--- config.mk ---
export PLATFORM = sky130hd
export DESIGN_NAME = mul_nnbit_s01_abs_itera_flat
export DESIGN_NICKNAME = d
export VERILOG_FILES = /design/src/rtl/mul_nnbit_s01_abs_itera_if.sv /design/src/rtl/mul_nnbit_s01_abs_itera.sv /design/src/flat_wrapper.sv
export SDC_FILE = /design/constraint.sdc
export NUM_CORES = 1
export LEC_CHECK = 0
export CAP_MARGIN = 20
export CORE_MARGIN = 2
export CORE_UTILIZATION = 50
export CTS_CLUSTER_SIZE = 30
export DETAILED_ROUTE_END_ITERATION = 10
export PLACE_DENSITY = 0.81
export RECOVER_POWER = 50
export SKIP_CTS_REPAIR_TIMING = 1
export SLEW_MARGIN = 20
export SYNTH_ARGS = -nofsm -noshare
export SYNTH_HDL_FRONTEND = slang
export SYNTH_SLANG_ARGS = --single-unit
--- constraint.sdc ---
create_clock -name i_clk -period 4 [get_ports i_clk]
set_input_delay 0.8 -clock i_clk [delete_from_list [all_inputs] [get_ports i_clk]]
set_output_delay 0.8 -clock i_clk [all_outputs]
set_load 0.01 [all_outputs]
--- src/rtl/mul_nnbit_s01_abs_itera_if.sv ---
// Request/response bundle for the iterative absolute-value multiplier.
// Request side: i_valid/i_signed/i_num_x/i_num_y. Response side: o_ready/o_res/o_valid.
interface mul_nnbit_s01_abs_itera_if #(
    parameter int DATA_WIDTH = 8
);
    // Valid/ready: a request transfers on a rising edge where i_valid and o_ready
    // are both high. o_valid is a single-cycle pulse and is never back-pressured.
    logic                      i_valid;
    logic                      i_signed;
    logic [DATA_WIDTH-1:0]     i_num_x;
    logic [DATA_WIDTH-1:0]     i_num_y;
    logic                      o_ready;
    logic [2*DATA_WIDTH-1:0]   o_res;
    logic                      o_valid;

    modport master (
        output i_valid,
        output i_signed,
        output i_num_x,
        output i_num_y,
        input  o_ready,
        input  o_res,
        input  o_valid
    );

    modport slave (
        input  i_valid,
        input  i_signed,
        input  i_num_x,
        input  i_num_y,
        output o_ready,
        output o_res,
        output o_valid
    );
endinterface

--- src/rtl/mul_nnbit_s01_abs_itera.sv ---
// Radix-2 shift-add multiplier on operand magnitudes; the sign is reapplied to the
// final sum. Fixed latency of DATA_WIDTH iterations, full 2*DATA_WIDTH-bit product.
module mul_nnbit_s01_abs_itera #(
    parameter int DATA_WIDTH = 8
) (
    input  logic                   i_clk,
    input  logic                   i_rst,
    mul_nnbit_s01_abs_itera_if.slave bus,
    output logic [1:0]             o_dbg_state
);
    localparam int W  = DATA_WIDTH;
    localparam int PW = 2 * DATA_WIDTH;
    localparam int CW = $clog2(DATA_WIDTH);
    localparam logic [CW-1:0] LAST_CNT = CW'(DATA_WIDTH - 1);

    typedef enum logic [1:0] {
        IDLE = 2'd0,
        CALC = 2'd1,
        DONE = 2'd2
    } state_t;

    state_t          state_q, state_d;
    logic [PW-1:0]   mcand_q, mcand_d;
    logic [W-1:0]    mplr_q,  mplr_d;
    logic [PW-1:0]   acc_q,   acc_d;
    logic            neg_q,   neg_d;
    logic [CW-1:0]   cnt_q,   cnt_d;
    logic [PW-1:0]   res_q,   res_d;

    logic [W-1:0]    x_abs;
    logic [W-1:0]    y_abs;
    logic [PW-1:0]   acc_next;

    // The most-negative input negates to itself, which read as unsigned is its magnitude.
    always_comb begin
        x_abs = (bus.i_signed & bus.i_num_x[W-1]) ? -bus.i_num_x : bus.i_num_x;
        y_abs = (bus.i_signed & bus.i_num_y[W-1]) ? -bus.i_num_y : bus.i_num_y;
    end

    always_comb begin
        acc_next = acc_q + (mplr_q[0] ? mcand_q : {PW{1'b0}});
    end

    always_ff @(posedge i_clk) begin
        if (i_rst) begin
            state_q <= IDLE;
            mcand_q <= '0;
            mplr_q  <= '0;
            acc_q   <= '0;
            neg_q   <= 1'b0;
            cnt_q   <= '0;
            res_q   <= '0;
        end else begin
            state_q <= state_d;
            mcand_q <= mcand_d;
            mplr_q  <= mplr_d;
            acc_q   <= acc_d;
            neg_q   <= neg_d;
            cnt_q   <= cnt_d;
            res_q   <= res_d;
        end
    end

    always_comb begin
        state_d = state_q;
        mcand_d = mcand_q;
        mplr_d  = mplr_q;
        acc_d   = acc_q;
        neg_d   = neg_q;
        cnt_d   = cnt_q;
        res_d   = res_q;

        case (state_q)
            IDLE: begin
                if (bus.i_valid) begin
                    mcand_d = {{W{1'b0}}, x_abs};
                    mplr_d  = y_abs;
                    neg_d   = bus.i_signed & (bus.i_num_x[W-1] ^ bus.i_num_y[W-1]);
                    acc_d   = '0;
                    cnt_d   = '0;
                    state_d = CALC;
                end
            end
            CALC: begin
                acc_d   = acc_next;
                mcand_d = mcand_q << 1;
                mplr_d  = mplr_q >> 1;
                cnt_d   = cnt_q + 1'b1;
                // No early exit: every operation runs all DATA_WIDTH iterations.
                if (cnt_q == LAST_CNT) begin
                    res_d   = neg_q ? -acc_next : acc_next;
                    cnt_d   = '0;
                    state_d = DONE;
                end
            end
            DONE: begin
                state_d = IDLE;
            end
            default: begin
                state_d = IDLE;
            end
        endcase
    end

    assign bus.o_ready = (state_q == IDLE);
    assign bus.o_valid = (state_q == DONE);
    assign bus.o_res   = res_q;
    assign o_dbg_state = state_q;
endmodule

--- src/flat_wrapper.sv ---
// flat-port wrapper written by rule: the top's interface ports become plain ports
module mul_nnbit_s01_abs_itera_flat 
#(
    parameter int DATA_WIDTH = 8
)
  (i_clk, i_rst, o_dbg_state, bus_i_valid, bus_i_signed, bus_i_num_x, bus_i_num_y, bus_o_ready, bus_o_res, bus_o_valid);
  mul_nnbit_s01_abs_itera_if #(.DATA_WIDTH(DATA_WIDTH)) bus_i ();
  input  logic i_clk;
  input  logic i_rst;
  output logic [1:0] o_dbg_state;
  input wire logic [$bits(bus_i.i_valid)-1:0] bus_i_valid;
  input wire logic [$bits(bus_i.i_signed)-1:0] bus_i_signed;
  input wire logic [$bits(bus_i.i_num_x)-1:0] bus_i_num_x;
  input wire logic [$bits(bus_i.i_num_y)-1:0] bus_i_num_y;
  output wire logic [$bits(bus_i.o_ready)-1:0] bus_o_ready;
  output wire logic [$bits(bus_i.o_res)-1:0] bus_o_res;
  output wire logic [$bits(bus_i.o_valid)-1:0] bus_o_valid;
  assign bus_i.i_valid = bus_i_valid;
  assign bus_i.i_signed = bus_i_signed;
  assign bus_i.i_num_x = bus_i_num_x;
  assign bus_i.i_num_y = bus_i_num_y;
  assign bus_o_ready = bus_i.o_ready;
  assign bus_o_res = bus_i.o_res;
  assign bus_o_valid = bus_i.o_valid;
  mul_nnbit_s01_abs_itera #(.DATA_WIDTH(DATA_WIDTH)) u_core (.i_clk(i_clk), .i_rst(i_rst), .bus(bus_i), .o_dbg_state(o_dbg_state));
endmodule
==> run_results.csv <==
group,metric,value,unit
status,run_status,"complete, but fails checks",
status,failing_checks,"capacitance limit, slew limit",
route,dr.first_iter.drc_count,245,
logic_synthesis,synth_adder_area_share,7.349,%
cts,h-tree-depth,3,
global_routing,overflow,0,
global_routing,grt_pass1_wl,14240,um
route,antenna_violating_nets_post_route,0,
logic_synthesis,yosys.area_share.simple,22.25,%
timing,final_max_slew_viols,43,
worst_setup_path,critical_path.max_stage_delay,0.44,ns
logic_synthesis,post_synthesis_sequential_area_ratio,33.75,%
worst_setup_path,cp_cell_sequence,"and2_1 > ha_1 > fa_1 > a21o_1 > a221oi_2 > o21ai_1 > xnor2_1 > nand4b_1 > or2_4 > o41ai_2 > xnor2_1 > a22o_1",
pwr,power.ir.vdd_worst,0.1716,mV
logic_synthesis,synth_enable_flop_cells,0,
timing,clock.fmax,281.9,MHz
route,post-route-drc-count,0,
global_routing,grt_max_degree,43,
logic_synthesis,synth-xor-area-share,8.302,%
floorplanning,die_area,8057,um2
logic_synthesis,synth_flop_cell,"sky130_fd_sc_hd__dfxtp_1",
cells_and_area,final_layout_size_suffix_gt1_share,5.859,%
timing,setup-tns-final,0,ns
cells_and_area,utilization,59.67,%
worst_setup_path,timing.critical_path.to_type,"register",
cts,number_of_clock_sinks,62,
floorplanning,fp.dieW,89.76,um
timing,report.final.setup_viol,0,
logic_synthesis,synth.cell_area,3677,um2
cts,cts-root-to-sink-buffers,2,
timing,worstMarginPinSlew,1.830,ns
cells_and_area,design.final.nets,532,
logic_synthesis,share_of_cell_area_taken_by_muxes_after_synthesis,0.8506,%
route,wirelength,8553,um
timing,finalClockSkew,0.006598,ns
logic_synthesis,synth_compound_gate_area_share,23.31,%
timing,fin_hold_ws,0.4640,ns
worst_setup_path,cp.arrival,3.78,ns
global_routing,groute.usage.overall,21.23,%
cells_and_area,antenna_cells_inserted,0,
floorplanning,design.core.area,7176,um2
worst_setup_path,wp_buf_inv,0,
worst_setup_path,setup.worst_path.start_class,"register",
route,drt-pass1-iter-count,4,
worst_setup_path,start_to_end_type_of_the_worst_setup_path,"register to register",
cts,ctsRootBufferMaster,"sky130_fd_sc_hd__clkbuf_8",
floorplanning,die_h,89.76,um
logic_synthesis,largest_family_of_logic_cells_by_synthesized_area,"compound AO/OA/AOI/OAI gates",
floorplanning,ioPinCount,40,
floorplanning,row_count,31,
global_routing,initial_antenna_violation_count,0,
floorplanning,floorplan.initialDensity,51.25,%
logic_synthesis,cell_count_after_synthesis,460,
worst_setup_path,critPathSlowestCell,"sky130_fd_sc_hd__dfxtp_1",
timing,rsz0062_at_grt,"false",
logic_synthesis,count_of_warnings_emitted_by_yosys,0,
logic_synthesis,yosys.cell_types.count,57,
route,routedWlPerCell,14.40,um
hold_path,min-delay-path-class,"register to register",
pwr,cellPowerDensity,300.6,nW/um2
worst_setup_path,r2r-start,"u_core.mplr_q[0]",
timing,min_period,3.547,ns
placed_design,count_of_port_buffers_added_during_placement,39,
global_routing,first_global_vias,3140,
cts,worstSkewPairLatency,0.35,ns
worst_setup_path,path_common_cell,"sky130_fd_sc_hd__xnor2_1",
timing,fin_crit_sh,88.68,%
worst_setup_path,setup.worst_path.start,"u_core.mplr_q[0]",
worst_setup_path,max_fo_critical_path,17,
cts,num_cts_buffers,9,
worst_setup_path,crit_required,4.23,ns
cts,clock_tree_from_tritoncts,"done",
timing,timing_hold_violations_final,0,
cells_and_area,areaGrowthSynthToFinish,16.43,%
pwr,total_leakage_power,1.756,nW
worst_setup_path,critical_path.top_delay_family,"compound AO/OA/AOI/OAI gates",
route,vias,3400,
logic_synthesis,synthArstFlopShare,0,%
logic_synthesis,synth_seq_cells,62,
flow_run,max-cap-violations,1,
placed_design,post_dp_cell_area,4121,um2
cells_and_area,post-route-cell-area,4282,um2
route,via_per_inst,5.724,
placed_design,gpl.final_weighted_congestion,0.8804,
timing,worst_relative_slew_slack,-22.02,%
hold_path,hp-start,"u_core.mcand_q[11]",
logic_synthesis,synthesis.area_per_instance,7.994,um2
logic_synthesis,synthesis.nets,501,
placed_design,detailed_place_hpwl,6196,um
cts,clk_pin_slew,0.06,ns
-- stage by stage --
step | std cells | power, mW | setup slack, ns
floorplan | 460 | 0.7586 | 0.7086
global placement | 579 | 0.8109 | 0.6404
detailed placement | 579 | 0.8157 | 0.4865
CTS | 594 | 1.291 | 0.4657
global route | 594 | 1.332 | 0.1275
finish | 594 | 1.287 | 0.4528
-- registers in the layout (all words and copies together), names as in the netlist --
signal and cells:
u_core.acc_q 16, u_core.bus.o_res 16, u_core.mcand_q 16, u_core.mplr_q 8, u_core.cnt_q 3, u_core.o_dbg_state 2
u_core.neg_q 1
-- area by class of cell --
| cell class | instances | area [um2] |
|---|---|---|
| clock buffers | 14 | 162.7 |
| clock inverters | 1 | 5.005 |
| fillers | 667 | 2894 |
| inverters | 11 | 41.29 |
| multi-input cells | 362 | 2285 |
| flip-flops and latches | 62 | 1241 |
| well taps | 99 | 123.9 |
| repair buffers | 45 | 422.9 |
-- final timing paths --
kind	end	slack, ns	cells after the start
min reg2reg	u_core.mcand_q[12]	0.46	2
min	u_core.mcand_q[12]	0.46	2
max reg2reg	u_core.bus.o_res[15]	0.45	12
max	u_core.bus.o_res[15]	0.45	12
-- cells in the final DEF (no fill, tap or decap), types with 11 or more instances in the layout --
| master | count |
|---|---|
| sky130_fd_sc_hd__xnor2_1 | 16 |
| sky130_fd_sc_hd__and2_1 | 16 |
| sky130_fd_sc_hd__nor2_1 | 38 |
| sky130_fd_sc_hd__a22oi_1 | 11 |
| sky130_fd_sc_hd__dfxtp_1 | 62 |
| sky130_fd_sc_hd__o21ai_0 | 15 |
| sky130_fd_sc_hd__clkdlybuf4s50_1 | 21 |
| sky130_fd_sc_hd__nand2_1 | 56 |
| sky130_fd_sc_hd__xor2_1 | 17 |
| sky130_fd_sc_hd__a211oi_1 | 12 |
| sky130_fd_sc_hd__dlygate4sd3_1 | 17 |
| sky130_fd_sc_hd__nand3_1 | 31 |
| sky130_fd_sc_hd__clkbuf_8 | 11 |
| sky130_fd_sc_hd__a21oi_1 | 51 |
| sky130_fd_sc_hd__inv_1 | 11 |
| sky130_fd_sc_hd__ha_1 | 20 |
-- kinds of logic (layout without fill, tap and decap cells) --
family / count (synthesis) / in the layout
AND/OR/NAND/NOR: 172 / 172
multiplexers: 3 / 3
adder cells (fa/ha/maj): 21 / 21
buffers and inverters: 36 / 71
flip-flops: 62 / 62
XOR/XNOR: 34 / 34
AO/OA/AOI/OAI: 132 / 132
-- cells in the mapped netlist, types with 4 or more instances --
cell	count	area, um2
sky130_fd_sc_hd__o21ai_0	15	75.07
sky130_fd_sc_hd__a21oi_1	51	255.2
sky130_fd_sc_hd__inv_1	11	41.29
sky130_fd_sc_hd__ha_1	20	250.2
sky130_fd_sc_hd__nand3_1	31	155.2
sky130_fd_sc_hd__dfxtp_1	62	1241
sky130_fd_sc_hd__a31oi_1	7	43.79
sky130_fd_sc_hd__a22oi_1	11	82.58
sky130_fd_sc_hd__xor2_1	17	148.9
sky130_fd_sc_hd__nand2_1	56	210.2
sky130_fd_sc_hd__nor3_1	4	20.02
sky130_fd_sc_hd__and2_1	16	100.1
sky130_fd_sc_hd__o21ai_1	4	20.02
sky130_fd_sc_hd__nand2b_1	4	25.02
sky130_fd_sc_hd__xnor2_1	16	140.1
sky130_fd_sc_hd__nor2_1	38	142.6
sky130_fd_sc_hd__a211oi_1	12	90.09
sky130_fd_sc_hd__a21o_1	9	67.56
sky130_fd_sc_hd__a221oi_1	5	43.79
sky130_fd_sc_hd__clkbuf_1	19	71.32
-- where the power goes --
part,switching [mW],internal [mW]
combinational,0.0940,0.0597
clock,0.231,0.255
sequential,0.0147,0.633
-- layer usage --
layer	vias up	GRT usage, %	share of wire, %
met2	94	36.68	49
met1	1589	26.90	43
met5	-	0	0
li1	1704	-	-
met3	13	3.353	6.4
met4	0	7.692	1.4
-- worst reg2reg max path: cells and delay by family, from the launching register on --
family          cells  cell delay (ns)
xor+xnor            2             0.47
flops               1             0.44
compound gates      5             1.22
simple gates        3             0.69
fa+ha+maj           2             0.62
No activity file was read; power rests on OpenSTA's default activity.
